**src/rtl/can_lin_mb_pkg.sv**
```systemverilog
// Shared definitions for the CAN/LIN mailbox register file.
package can_lin_mb_pkg;

   localparam int unsigned REGS_PER_CH = 4;

   typedef enum logic [1:0] {
      REG_TXD  = 2'd0,
      REG_RXD  = 2'd1,
      REG_STAT = 2'd2,
      REG_IEN  = 2'd3
   } reg_e;

   localparam int unsigned ST_TXREQ   = 0;
   localparam int unsigned ST_TXDONE  = 1;
   localparam int unsigned ST_MSGREC  = 2;
   localparam int unsigned ST_OVERRUN = 3;

endpackage

```
**src/rtl/mb_channel.sv**
```systemverilog
// One mailbox channel: TX/RX data, sticky status flags, IRQ enables.
module mb_channel
   import can_lin_mb_pkg::*;
#(
   parameter int unsigned DATA_WIDTH = 32
) (
   input  logic                  clk,
   input  logic                  reset,
   input  logic                  wr_en,
   input  reg_e                  reg_sel,
   input  logic [DATA_WIDTH-1:0] wdata,
   input  logic                  tx_done,
   input  logic                  rx_valid,
   input  logic [DATA_WIDTH-1:0] rx_data,
   output logic [DATA_WIDTH-1:0] tx_data,
   output logic                  txreq,
   output logic [DATA_WIDTH-1:0] rd_data,
   output logic                  irq_term
);

   logic [DATA_WIDTH-1:0] txd;
   logic [DATA_WIDTH-1:0] rxd;
   logic                  txdone;
   logic                  msgrec;
   logic                  overrun;
   logic [3:1]            ien;

   logic wr_txd, wr_stat, wr_ien;
   logic set_txreq, clr_txdone, clr_msgrec, clr_overrun;
   logic done_evt;

   assign wr_txd      = wr_en && (reg_sel == REG_TXD);
   assign wr_stat     = wr_en && (reg_sel == REG_STAT);
   assign wr_ien      = wr_en && (reg_sel == REG_IEN);
   assign set_txreq   = wr_stat && wdata[ST_TXREQ];
   assign clr_txdone  = wr_stat && wdata[ST_TXDONE];
   assign clr_msgrec  = wr_stat && wdata[ST_MSGREC];
   assign clr_overrun = wr_stat && wdata[ST_OVERRUN];
   // a host W1S of TXREQ in the same cycle masks tx_done entirely
   assign done_evt    = tx_done && txreq && !set_txreq;

   // register state; hardware set terms are OR-ed after the W1C mask so they win
   always_ff @(posedge clk or negedge reset) begin
      if (!reset) begin
         txd     <= '0;
         rxd     <= '0;
         txreq   <= 1'b0;
         txdone  <= 1'b0;
         msgrec  <= 1'b0;
         overrun <= 1'b0;
         ien     <= '0;
      end else begin
         if (wr_txd && !txreq)
            txd <= wdata;
         if (set_txreq)
            txreq <= 1'b1;
         else if (done_evt)
            txreq <= 1'b0;
         txdone <= done_evt | (txdone & ~clr_txdone);
         if (rx_valid && !msgrec)
            rxd <= rx_data;
         // any rx event keeps MSGREC high, even against a same-cycle W1C
         msgrec  <= rx_valid | (msgrec & ~clr_msgrec);
         overrun <= (rx_valid & msgrec) | (overrun & ~clr_overrun);
         if (wr_ien)
            ien <= wdata[3:1];
      end
   end

   // register read view for the selected offset
   always_comb begin
      rd_data = '0;
      case (reg_sel)
         REG_TXD:  rd_data = txd;
         REG_RXD:  rd_data = rxd;
         REG_STAT: rd_data[3:0] = {overrun, msgrec, txdone, txreq};
         REG_IEN:  rd_data[3:1] = ien;
         default:  rd_data = '0;
      endcase
   end

   assign tx_data  = txd;
   assign irq_term = |({overrun, msgrec, txdone} & ien);

endmodule

```
**src/rtl/can_lin_mailbox_rf.sv**
```systemverilog
// Mailbox register file top: address decode, registered read port, irq OR.
module can_lin_mailbox_rf
   import can_lin_mb_pkg::*;
#(
   parameter int unsigned DATA_WIDTH = 32,
   parameter int unsigned NUM_CH     = 2,
   parameter int unsigned ADDR_WIDTH = 3
) (
   input  logic                         clk,
   input  logic                         reset,
   input  logic                         host_wr,
   input  logic                         host_rd,
   input  logic [ADDR_WIDTH-1:0]        host_addr,
   input  logic [DATA_WIDTH-1:0]        host_wdata,
   output logic [DATA_WIDTH-1:0]        host_rdata,
   output logic                         host_rvalid,
   output logic [NUM_CH*DATA_WIDTH-1:0] tx_data,
   output logic [NUM_CH-1:0]            txreq,
   input  logic [NUM_CH-1:0]            tx_done,
   input  logic [NUM_CH-1:0]            rx_valid,
   input  logic [NUM_CH*DATA_WIDTH-1:0] rx_data,
   output logic                         irq
);

   int unsigned           ch_idx;
   reg_e                  reg_sel;
   logic [DATA_WIDTH-1:0] ch_rd [NUM_CH];
   logic [NUM_CH-1:0]     irq_terms;
   logic [DATA_WIDTH-1:0] rd_mux;

   assign ch_idx  = 32'(host_addr) / REGS_PER_CH;
   assign reg_sel = reg_e'(host_addr[1:0]);

   for (genvar c = 0; c < NUM_CH; c++) begin : g_ch
      logic wr_en;
      assign wr_en = host_wr && (ch_idx == c);
      mb_channel #(.DATA_WIDTH(DATA_WIDTH)) u_ch (
         .clk      (clk),
         .reset    (reset),
         .wr_en    (wr_en),
         .reg_sel  (reg_sel),
         .wdata    (host_wdata),
         .tx_done  (tx_done[c]),
         .rx_valid (rx_valid[c]),
         .rx_data  (rx_data[c*DATA_WIDTH +: DATA_WIDTH]),
         .tx_data  (tx_data[c*DATA_WIDTH +: DATA_WIDTH]),
         .txreq    (txreq[c]),
         .rd_data  (ch_rd[c]),
         .irq_term (irq_terms[c])
      );
   end

   // select the addressed channel; out-of-range channels read as zero
   always_comb begin
      rd_mux = '0;
      for (int unsigned c = 0; c < NUM_CH; c++)
         if (ch_idx == c)
            rd_mux = ch_rd[c];
   end

   // registered read return and combined interrupt
   always_ff @(posedge clk or negedge reset) begin
      if (!reset) begin
         host_rdata  <= '0;
         host_rvalid <= 1'b0;
         irq         <= 1'b0;
      end else begin
         host_rvalid <= host_rd && !host_wr;
         if (host_rd && !host_wr)
            host_rdata <= rd_mux;
         irq <= |irq_terms;
      end
   end

endmodule
```
**config.mk**
```make
export PLATFORM = sky130hd
export DESIGN_NAME = can_lin_mailbox_rf
export DESIGN_NICKNAME = d
export VERILOG_FILES = /design/src/rtl/can_lin_mb_pkg.sv /design/src/rtl/mb_channel.sv /design/src/rtl/can_lin_mailbox_rf.sv
export SDC_FILE = /design/constraint.sdc
export NUM_CORES = 1
export LEC_CHECK = 0
export ABC_AREA = 1
export CORE_MARGIN = 1
export CORE_UTILIZATION = 44
export DETAILED_ROUTE_END_ITERATION = 10
export PLACE_DENSITY = 0.77
export SETUP_SLACK_MARGIN = 0.1
export SLEW_MARGIN = 20
export SYNTH_ARGS = -nofsm -noshare
export SYNTH_HDL_FRONTEND = slang
export SYNTH_SLANG_ARGS = --single-unit
```
**constraint.sdc**
```tcl
create_clock -name clk -period 1.1 [get_ports clk]
set_input_delay 0.11 -clock clk [delete_from_list [all_inputs] [get_ports clk]]
set_output_delay 0.11 -clock clk [all_outputs]
set_load 0.03 [all_outputs]
```
==> summary.md <==
| Metric | Value |
|---|---|
| Gr usage total | between 20% and 30% |
| M3 GR Usage | under 10% |
| Compound-Gate Fraction of Synth Area | approximately 6.5% |
| Worst slack, placed | -0.5027 ns |
| XOR/XNOR share of the synthesized area | 0% |
| CTS max path bufs | 2 |
| RD Place Congestion | 0.8503 |
| Largest family of logic cells by synthesized area | simple AND/OR/NAND/NOR gates |
| Max_cap viols | 0 |
| Worst-Margin Slew | roughly 0.43 ns |
| Reg clk slew, reported paths | ~0.07 ns |
| Multiplexer share of the synthesized area | 9.375% |
| Crit path buffers/inverters | 2 |
| Post-Syn Area | between 7000 and 8000 µm² |
| Gate Count Post-Synth | 831 |
| WS Path Type | register to output port |
| Clk sinks | ~180 |
| Residual DRC | 0 |
| GRT met2 Usage | between 40% and 50% |
| Library cells used by synthesis | 24 |
| Violated checks | negative setup slack |
| PnR worst setup slack | -0.1151 ns |
| Die H | about 130 µm |
| Num rows | 47 |
| Vias post-DR | 7370 |
| Core Area | 16820 µm² |
| Via-to-Cell Ratio | approximately 5.3 |
| CTS buffer count | 17 |
| Setup TNS | -7.686 ns |
| Longest individual stage delay on the worst path | 0.41 ns |
| Largest delay contributor family on the critical path | flip-flops |
| Synthesis Warnings | 0 |
| Syn Nets | 938 |
| Share of layout cells above drive strength 1 | 33.94% |
| P_leak | 0.006321 µW |
| Minimum clock period | 1.215 ns |
| Nets | 1256 |
| I/O pins | approximately 210 |
| Worst r2r path cells | 6 |
| Global-route wire length before repair | 38930 µm |
| Largest net degree at the start of global routing | between 40 and 50 |
| Root Buffer | clkbuf_16 |
| Post-Synth Adder-Cell Area | 0% |
| Final core occ | around 74% |
| Routed Antenna Nets | 0 |
| Clock tree from TritonCTS | done |
| Maximum clock frequency | around 820 MHz |
| Vias in the first global route | between 7000 and 8000 |
| Avg Cell Area, Syn | 9.251 µm² |
| Layout fillers | ~1100 |
| Arr. time, crit path | 1.11 ns |
| I/O Buffers | between 200 and 250 |
| Ant diodes | 0 |
| Die area | 18000 µm² |
| Endpoints failing setup | around 150 |
| Yosys reg bits | 176 |
| Final period util | 110.5% |
| Initial Util | around 46% |
| Die extent in x | between 100 and 150 µm |
| Power Dens Cells | 1819 nW/µm² |
| Final Max Tran Viols | 0 |
| Post-Synth Simple-Gate Area | between 20% and 30% |
| CP Max Fanout | 2 |
| GR Overflow Total | 0 |
| Max-slew headroom | between 70% and 80% |
| Max VDD drop | about 1.2 mV |
| Slowest stage cell, crit path | dfrtp_1 |
| Max Clock Skew | a little under 0.01 ns |
| Finished Cell Area | 12480 µm² |
| Layout overhead on the synthesized area | 62.39% |
| Worst-skew pair later-pin latency | 0.43 ns |
| Run status | finished with violations |
| Fin. Hold Viols | 0 |
| Antenna violations before repair | 0 |
| Hold Path Class | input port to async pin |
| First-iteration detailed-routing DRC count | approximately 530 |
| CP required | slightly below 1 ns |
| DR pass1 iterations | 5 |
| Worst Setup Start Kind | register |
| Final HPWL DP | 15680 µm |
| Setup crit end kind | output port |
| Register area share after synthesis | between 50% and 60% |
| CTS H-tree lvls | 4 |
| Met1 Track Usage GR | 35.70% |
| RSZ-0062 raised after global routing | true |
| Busiest layer in global routing | met2 |
| Average wire per standard cell | roughly 19 µm |
| Crit path cell chain | buf_6, buf_12 |
| CP Depth | 2 |
| Dpl cell area | around 11000 µm² |
| Routed wire length | between 20000 and 30000 µm |
## worst paths after layout
check | startpoint | end | slack, ns
min in group clk | host_addr[2] | host_rdata[0]$_DFFE_PN0P_ | 0.22
max reg2reg | g_ch[1].u_ch.txreq$_DFFE_PN0P_ | g_ch[1].u_ch.tx_data[27]$_DFFE_PN0P_ | -0.10
min reg2reg | host_rdata[2]$_DFFE_PN0P_ | host_rdata[2]$_DFFE_PN0P_ | 0.50
max | g_ch[1].u_ch.txreq$_DFFE_PN0P_ | txreq[1] | -0.12
min | reset | g_ch[0].u_ch.tx_data[2]$_DFFE_PN0P_ | 0.17
max in group asynchronous | reset | g_ch[0].u_ch.rxd[15]$_DFFE_PN0P_ | 0.38
## per-layer routing
metal,vias up,share of wire [%]
li1,3346,-
met1,3660,41
met2,312,51
met3,52,5.3
met4,0,2.7
met5,-,0
## where the power goes
part	internal (µW)	switching, µW
Sequential	7860	1080
Combinational	3910	3520
Clock	3700	2650
Total	15500	7250
## sequential cells by signal (all words and copies together), names as in the netlist
name and cells:
host_rdata 32, g_ch.u_ch.rxd 64, irq 1, g_ch.u_ch.msgrec 2
g_ch.u_ch.txdone 2, g_ch.u_ch.ien 6, g_ch.u_ch.tx_data 64, host_rvalid 1
g_ch.u_ch.overrun 2, g_ch.u_ch.txreq 2
## synthesized netlist by cell type
master	count	area (µm²)
nand2_1	282	1059
dfrtp_1	176	4404
nand3_1	99	495.5
o21ai_0	78	390.4
mux2_2	64	720.7
inv_1	51	191.4
clkbuf_1	21	78.83
buf_2	19	95.09
a21oi_1	10	50.05
buf_4	4	30.03
nor2_1	4	15.01
o21ai_1	4	20.02
nor2_2	3	18.77
buf_1	2	7.510
buf_6	2	22.52
nand4_1	2	12.51
o21bai_1	2	15.01
o22ai_1	2	12.51
a22o_1	1	8.760
clkinv_1	1	3.750
inv_2	1	3.750
nand3_2	1	10.01
nand4_2	1	12.51
nor3_2	1	10.01
## final cells by class
class | count | area (µm²) | share of cell area (%)
clock buffer | 19 | 452.9 | 3.628
timing repair buffer | 347 | 3701 | 29.65
sequential | 176 | 4404 | 35.28
inverter | 53 | 202.7 | 1.624
tap | 220 | 275.3 | 2.205
multi-input combinational | 554 | 3291 | 26.36
clock inverter | 12 | 156.4 | 1.253
## cell usage in the layout (no fill, tap or decap), drive strengths merged, types with 10 or more instances in the layout
cell type	synthesis	layout
clkbuf	21	20
buf	27	240
o21ai	82	82
inv	52	55
mux2	64	64
dfrtp	176	176
clkdlybuf4s50	0	102
a21oi	10	10
nand3	100	100
nand2	282	282
## cell families after synthesis
| kind of cell | Yosys count |
|---|---|
| AND/OR/NAND/NOR | 393 |
| flip-flops | 176 |
| buffers and inverters | 101 |
| AO/OA/AOI/OAI | 97 |
| multiplexers | 64 |
## timing repair
item | CTS | global route
resized for setup | 124 | 71
hold endpoints to repair | 176 | 0
pin swaps | 6 | 26
hold buffers | 1 | 0
buffers inserted | 66 | 21
cloned | 2 | 1
endpoints found under the setup margin | 273 | 268
## per-stage QoR
step	hold WS [ns]	cells	total power, µW
floorplan	-0.1856	831	12060
global placement	0.05361	1265	14480
detailed placement	0.05543	1265	14630
CTS	0.1635	1364	22260
global route	0.1885	1381	23550
finish	0.1661	1381	22710
Note: power is estimated with default switching activity, not from simulation.
